File: config.mk
export PLATFORM = sky130hd
export DESIGN_NAME = duck_motion_ctl
export DESIGN_NICKNAME = d
export VERILOG_FILES = /design/src/rtl/duck_motion_ctl.sv
export SDC_FILE = /design/constraint.sdc
export NUM_CORES = 1
export LEC_CHECK = 0
export ABC_CLOCK_PERIOD_IN_PS = 4110
export CAP_MARGIN = 25
export CORE_ASPECT_RATIO = 1.5
export CORE_UTILIZATION = 55
export CTS_CLUSTER_SIZE = 14
export DETAILED_ROUTE_END_ITERATION = 10
export PLACE_DENSITY = 0.76
export SETUP_SLACK_MARGIN = 0.1
export SLEW_MARGIN = 30
export SYNTH_ARGS = -nofsm -noshare
export SYNTH_HDL_FRONTEND = slang
export SYNTH_SLANG_ARGS = --single-unit
File: constraint.sdc
create_clock -name clk -period 4.11 [get_ports clk]
set_input_delay 0.822 -clock clk [delete_from_list [all_inputs] [get_ports clk]]
set_output_delay 0.822 -clock clk [all_outputs]
set_load 0.01 [all_outputs]
File: src/rtl/duck_motion_ctl.sv
// duck_motion_ctl: generates the duck's on-screen position and motion state.
//
// A free-running prescaler produces a one-cycle motion tick every TICK_DIV
// clocks. All position changes happen on tick cycles. State changes driven by
// hunt_start, duck_killed and game_enable take effect on the next edge,
// independent of the tick.
//
// Ports:
//   clk           pixel clock, posedge
//   rst_n         asynchronous active-low reset
//   game_enable   game running; low forces IDLE with the reset position
//   hunt_start    level, 1 while hunting; spawns the duck from IDLE
//   duck_killed   pulse on a successful hit; acted on in FLYING/ESCAPING only
//   duck_xpos     sprite left edge (registered)
//   duck_ypos     sprite top edge (registered)
//   duck_dir      facing, 1 = right, 0 = left
//   duck_state    0 IDLE, 1 FLYING, 2 ESCAPING, 3 HIT, 4 FALLING (FSM state)
//   duck_visible  1 in every state except IDLE
//   duck_escaped  one-cycle pulse when the duck leaves the top edge
//   duck_landed   one-cycle pulse when a falling duck reaches the ground
//
// Interface semantics: there is no valid/ready handshake. hunt_start is a
// level sampled every cycle; duck_killed is a single-cycle event sampled on
// every cycle, so it is never lost to the tick pacing.

module duck_motion_ctl #(
    parameter int SCREEN_W    = 1024,
    parameter int GROUND_Y    = 600,
    parameter int DUCK_W      = 96,
    parameter int DUCK_H      = 60,
    parameter int TICK_DIV    = 650_000,
    parameter int START_SPEED = 2,
    parameter int MAX_SPEED   = 8,
    parameter int FLY_TICKS   = 800,
    parameter int HIT_TICKS   = 50,
    parameter int FALL_STEP   = 6
) (
    input  logic        clk,
    input  logic        rst_n,
    input  logic        game_enable,
    input  logic        hunt_start,
    input  logic        duck_killed,
    output logic [11:0] duck_xpos,
    output logic [11:0] duck_ypos,
    output logic        duck_dir,
    output logic [2:0]  duck_state,
    output logic        duck_visible,
    output logic        duck_escaped,
    output logic        duck_landed
);

    localparam logic [11:0] X_MAX   = 12'(SCREEN_W - DUCK_W);
    localparam logic [11:0] Y_GND   = 12'(GROUND_Y - DUCK_H);
    localparam logic [11:0] SPD0    = 12'(START_SPEED);
    localparam logic [11:0] SPD_MAX = 12'(MAX_SPEED);
    localparam logic [11:0] FALL    = 12'(FALL_STEP);
    localparam logic [15:0] FLY_END = 16'(FLY_TICKS);
    localparam logic [15:0] HIT_END = 16'(HIT_TICKS);
    localparam int          TW      = (TICK_DIV > 1) ? $clog2(TICK_DIV) : 1;
    localparam logic [TW-1:0] TICK_LAST = TW'(TICK_DIV - 1);

    typedef enum logic [2:0] {
        S_IDLE     = 3'd0,
        S_FLYING   = 3'd1,
        S_ESCAPING = 3'd2,
        S_HIT      = 3'd3,
        S_FALLING  = 3'd4
    } state_t;

    state_t         state_q, state_d;
    logic [11:0]    x_q, x_d, y_q, y_d, speed_q, speed_d;
    logic           dir_q, dir_d, vup_q, vup_d;
    logic [15:0]    timer_q, timer_d, lfsr_q, lfsr_d;
    logic [TW-1:0]  tick_cnt_q, tick_cnt_d;
    logic           vis_q, vis_d, esc_q, esc_d, land_q, land_d;
    logic           tick;
    logic [11:0]    spawn_x;

    assign tick = (tick_cnt_q == TICK_LAST);

    // A raw 10-bit LFSR value can land past the right wall; folding it back
    // by 512 keeps the spawn on screen without a divider.
    assign spawn_x = ({2'b00, lfsr_q[9:0]} > X_MAX) ? ({2'b00, lfsr_q[9:0]} - 12'd512)
                                                     : {2'b00, lfsr_q[9:0]};

    always_ff @(posedge clk or negedge rst_n) begin
        if (!rst_n) begin
            state_q    <= S_IDLE;
            x_q        <= '0;
            y_q        <= Y_GND;
            dir_q      <= 1'b1;
            vup_q      <= 1'b1;
            speed_q    <= SPD0;
            timer_q    <= '0;
            lfsr_q     <= 16'hACE1;
            tick_cnt_q <= '0;
            vis_q      <= 1'b0;
            esc_q      <= 1'b0;
            land_q     <= 1'b0;
        end else begin
            state_q    <= state_d;
            x_q        <= x_d;
            y_q        <= y_d;
            dir_q      <= dir_d;
            vup_q      <= vup_d;
            speed_q    <= speed_d;
            timer_q    <= timer_d;
            lfsr_q     <= lfsr_d;
            tick_cnt_q <= tick_cnt_d;
            vis_q      <= vis_d;
            esc_q      <= esc_d;
            land_q     <= land_d;
        end
    end

    always_comb begin
        state_d    = state_q;
        x_d        = x_q;
        y_d        = y_q;
        dir_d      = dir_q;
        vup_d      = vup_q;
        speed_d    = speed_q;
        timer_d    = timer_q;
        esc_d      = 1'b0;
        land_d     = 1'b0;
        tick_cnt_d = tick ? '0 : tick_cnt_q + 1'b1;
        // Fibonacci taps 16, 14, 13, 11
        lfsr_d     = {lfsr_q[14:0], lfsr_q[15] ^ lfsr_q[13] ^ lfsr_q[12] ^ lfsr_q[10]};

        if (!game_enable) begin
            state_d = S_IDLE;
            x_d     = '0;
            y_d     = Y_GND;
            dir_d   = 1'b1;
            vup_d   = 1'b1;
            speed_d = SPD0;
            timer_d = '0;
        end else if ((state_q == S_FLYING || state_q == S_ESCAPING) && duck_killed) begin
            // A kill outranks any motion, bounce or timeout in the same cycle.
            state_d = S_HIT;
            timer_d = '0;
            speed_d = (speed_q >= SPD_MAX) ? SPD_MAX : speed_q + 12'd1;
        end else begin
            case (state_q)
                S_IDLE: begin
                    if (hunt_start) begin
                        state_d = S_FLYING;
                        x_d     = spawn_x;
                        y_d     = Y_GND;
                        dir_d   = lfsr_q[15];
                        vup_d   = 1'b1;
                        timer_d = '0;
                    end
                end
                S_FLYING: begin
                    if (tick) begin
                        // Compare before stepping so 12-bit math never wraps.
                        if (dir_q) begin
                            if (x_q + speed_q >= X_MAX) begin
                                x_d   = X_MAX;
                                dir_d = 1'b0;
                            end else begin
                                x_d = x_q + speed_q;
                            end
                        end else begin
                            if (x_q <= speed_q) begin
                                x_d   = '0;
                                dir_d = 1'b1;
                            end else begin
                                x_d = x_q - speed_q;
                            end
                        end
                        if (vup_q) begin
                            if (y_q <= speed_q) begin
                                y_d   = '0;
                                vup_d = 1'b0;
                            end else begin
                                y_d = y_q - speed_q;
                            end
                        end else begin
                            if (y_q + speed_q >= Y_GND) begin
                                y_d   = Y_GND;
                                vup_d = 1'b1;
                            end else begin
                                y_d = y_q + speed_q;
                            end
                        end
                        timer_d = timer_q + 16'd1;
                        if (timer_q + 16'd1 == FLY_END) state_d = S_ESCAPING;
                    end
                end
                S_ESCAPING: begin
                    if (tick) begin
                        if (y_q <= speed_q) begin
                            y_d     = '0;
                            esc_d   = 1'b1;
                            state_d = S_IDLE;
                        end else begin
                            y_d = y_q - speed_q;
                        end
                    end
                end
                S_HIT: begin
                    if (tick) begin
                        timer_d = timer_q + 16'd1;
                        if (timer_q + 16'd1 == HIT_END) state_d = S_FALLING;
                    end
                end
                S_FALLING: begin
                    if (tick) begin
                        if (y_q + FALL >= Y_GND) begin
                            y_d     = Y_GND;
                            land_d  = 1'b1;
                            state_d = S_IDLE;
                        end else begin
                            y_d = y_q + FALL;
                        end
                    end
                end
                default: state_d = S_IDLE;
            endcase
        end

        vis_d = (state_d != S_IDLE);
    end

    assign duck_xpos    = x_q;
    assign duck_ypos    = y_q;
    assign duck_dir     = dir_q;
    assign duck_state   = state_q;
    assign duck_visible = vis_q;
    assign duck_escaped = esc_q;
    assign duck_landed  = land_q;

endmodule

==> results.cfg <==
[status]
outcome = finished, final reports clean

[yosys]
synth_warnings = 0
async_reset_ff_frac = 1.00
synth-seq-cells = 96
post_synth_inst_count = 867
synthFlopType = sky130_fd_sc_hd__dfrtp_1
syn_area_sq_um = 7370
synth.avg_cell_area_sq_um = 8.50
netlist-cell-type-count = 78
seq_area_frac_synth = 0.329
synth_edf_count = 0
syn_nets = 929

[timing]
setup_total_negative_slack_ns = 0
slew_viol_final = 0
final_min_period_over_clock_period = 0.896
tightest_slew_ns = 0.774
rsz_0062_raised_after_global_routing = no
slew-limit-headroom = 0.482
timing.clock.skew_ns = 0.00757
finalHoldViolCount = 0
finalCriticalPeriod_ns = 3.68
clock.fmax_ghz = 0.271
setup_viol = 0
setup_ws_post_layout_ns = 0.426

[setup_path]
worst_setup_path_end_kind = register
path_max_fanout = 9
timing.critical_path.from_type = register
worstPathArrival_ns = 3.93
worst-endpoint-required_ns = 4.36
criticalPathCategory = reg2reg

[floorplan]
die_area_sq_um = 13900
io-pin-count = 36
start_util = 0.566
fp-row-count = 51
design.core.area_sq_um = 13000
die_h_um = 144
fp.dieW_um = 96.5

[drt]
detail_route.vias_per_cell = 6.53
totalWireLength_um = 20000
routedWlPerCell_um = 19.1
via_count = 6860
drc = 0
detail_route.first_pass.iterations = 6
antenna_left = 0
detailedRoute.firstIterationViolations = 464

[clock_network]
cts.hold.buffers_added = 0
postCtsSetupRepairBufs = 0
cts_tree = done
cts.reportedPaths.clkPinSlew_ns = 0.08
cts.repair.resized = 0
clk-insertion-delay-late_ns = 0.35
cts-root-buf = sky130_fd_sc_hd__clkbuf_16
cts.path.max_buffers = 2
cts_made_buffers = 9
cts.htree.levels = 3
cts_num_sinks = 96

[global_routing]
grt_first_pass_wirelength_um = 32800
grt_util_all_layers = 0.308
globalRouteOverflowTotal = 0
largest_net_degree_at_the_start_of_global_routing = 38
antenna_violations_before_repair = 0
grt_pass1_vias = 6709

[finish]
count_of_inserted_antenna_diode_cells = 0
layout.cells.most_common_list = sky130_fd_sc_hd__dfrtp_1, sky130_fd_sc_hd__nor2_1, sky130_fd_sc_hd__nand2_1
final_nets = 948
n_fill_cell = 1132
sequential_cell_area_sq_um = 2420
area_of_the_multi_input_gates_sq_um = 4590
finalInstanceArea_sq_um = 8150
area_growth_pct = 10.5
layout_commonest_cell = sky130_fd_sc_hd__dfrtp_1
post_layout_nonfiller_instances = 1050
drive_above_1_share = 0.0819

[pwr]
p_leak_uw = 0.00357
ir_worst_vdd_mv = 0.240
power.density_cell_area_nw_per_um2 = 347
finalPower_uw = 2820

[placement]
dp_hpwl_um = 15000
routabilityCongestion = 0.968
pre_cts_ws_ns = 0.502
placed_area_sq_um = 7840
placement.io_buffers = 35
placed_cells_incl_taps = 1034

[min_path]
timing.hold.worst.class = reg2reg

[run]
max_cap_viol_count = 0
layout make-up:
type / instances / area share
multi-input combinational: 680 / 0.563
sequential: 96 / 0.297
timing repair buffer: 46 / 0.0528
clock buffer: 9 / 0.0276
inverter: 53 / 0.0244
tap: 159 / 0.0244
clock inverter: 7 / 0.0103
metal layers:
metal	share of wire	GRT usage
met1	0.40	0.366
met2	0.51	0.526
met3	0.050	0.0508
met4	0.049	0.157
met5	0	0
stage by stage:
stage / hold WS (ns) / utilization
CTS: 0.375 / 0.626
global placement: 0.336 / 0.602
global route: 0.379 / 0.626
finish: 0.375 / 0.626
detailed placement: 0.364 / 0.602
floorplan: 0.333 / -
cell usage after synthesis, types with 23 or more instances:
| master | number | area share |
|---|---|---|
| sky130_fd_sc_hd__clkbuf_1 | 26 | 0.013 |
| sky130_fd_sc_hd__dfrtp_1 | 81 | 0.28 |
| sky130_fd_sc_hd__nor2_1 | 75 | 0.038 |
| sky130_fd_sc_hd__a21oi_1 | 53 | 0.036 |
| sky130_fd_sc_hd__nor3_1 | 26 | 0.018 |
| sky130_fd_sc_hd__o31ai_1 | 23 | 0.023 |
| sky130_fd_sc_hd__xnor2_1 | 42 | 0.050 |
| sky130_fd_sc_hd__nand2_1 | 68 | 0.035 |
| sky130_fd_sc_hd__o21ai_0 | 57 | 0.039 |
| sky130_fd_sc_hd__nand3_1 | 30 | 0.020 |
| sky130_fd_sc_hd__inv_1 | 51 | 0.026 |
| sky130_fd_sc_hd__ha_1 | 53 | 0.090 |
sequential cells by signal (all words and copies together), names as in the netlist:
signal	flops
duck_state	3
tick_cnt_q	20
vup_q	1
duck_visible	1
duck_ypos	12
speed_q	12
duck_escaped	1
duck_dir	1
duck_landed	1
duck_xpos	12
lfsr_q	16
timer_q	16
cells by family after synthesis:
| logic type | count (synthesis) | share of synthesized area |
|---|---|---|
| xor gates and xnor gates | 58 | 0.0689 |
| and+or+nand+nor | 313 | 0.221 |
| buffers and inverters | 91 | 0.0489 |
| DFF | 96 | 0.329 |
| adders and majority gates | 58 | 0.102 |
| muxes | 1 | 0.00153 |
| AOI/OAI and AO/OA | 250 | 0.229 |
worst max-delay path, cell delays in order, from the launching register on:
cell                       delay [ns]
sky130_fd_sc_hd__dfrtp_1         0.49
sky130_fd_sc_hd__ha_1            0.26
sky130_fd_sc_hd__fa_1            0.41
sky130_fd_sc_hd__nor3b_1         0.17
sky130_fd_sc_hd__nor3_1          0.32
sky130_fd_sc_hd__o31ai_1         0.19
sky130_fd_sc_hd__and4_1          0.22
sky130_fd_sc_hd__a211oi_1        0.25
sky130_fd_sc_hd__nand4_1         0.39
sky130_fd_sc_hd__nor3b_1         0.48
sky130_fd_sc_hd__a21oi_1         0.13
sky130_fd_sc_hd__o221a_2         0.26
final timing paths:
kind | end | slack, ns | startpoint | depth (start not counted)
max | duck_xpos[5] | 0.43 | speed_q[0] | 11
min | lfsr_q[7] | 0.37 | lfsr_q[6] | 0
max reg2reg | duck_xpos[5] | 0.43 | speed_q[0] | 11
min reg2reg | lfsr_q[7] | 0.37 | lfsr_q[6] | 0
max in group asynchronous | duck_ypos[2] | 2.80 | rst_n | 2
min in group asynchronous | timer_q[12] | 0.42 | rst_n | 1
where the power goes:
part / internal (uW) / switching, uW / total, uW
Combinational: 346 / 512 / 858
Sequential: 986 / 80.6 / 1070
Clock: 487 / 413 / 900
No activity file was read; power rests on OpenSTA's default activity.
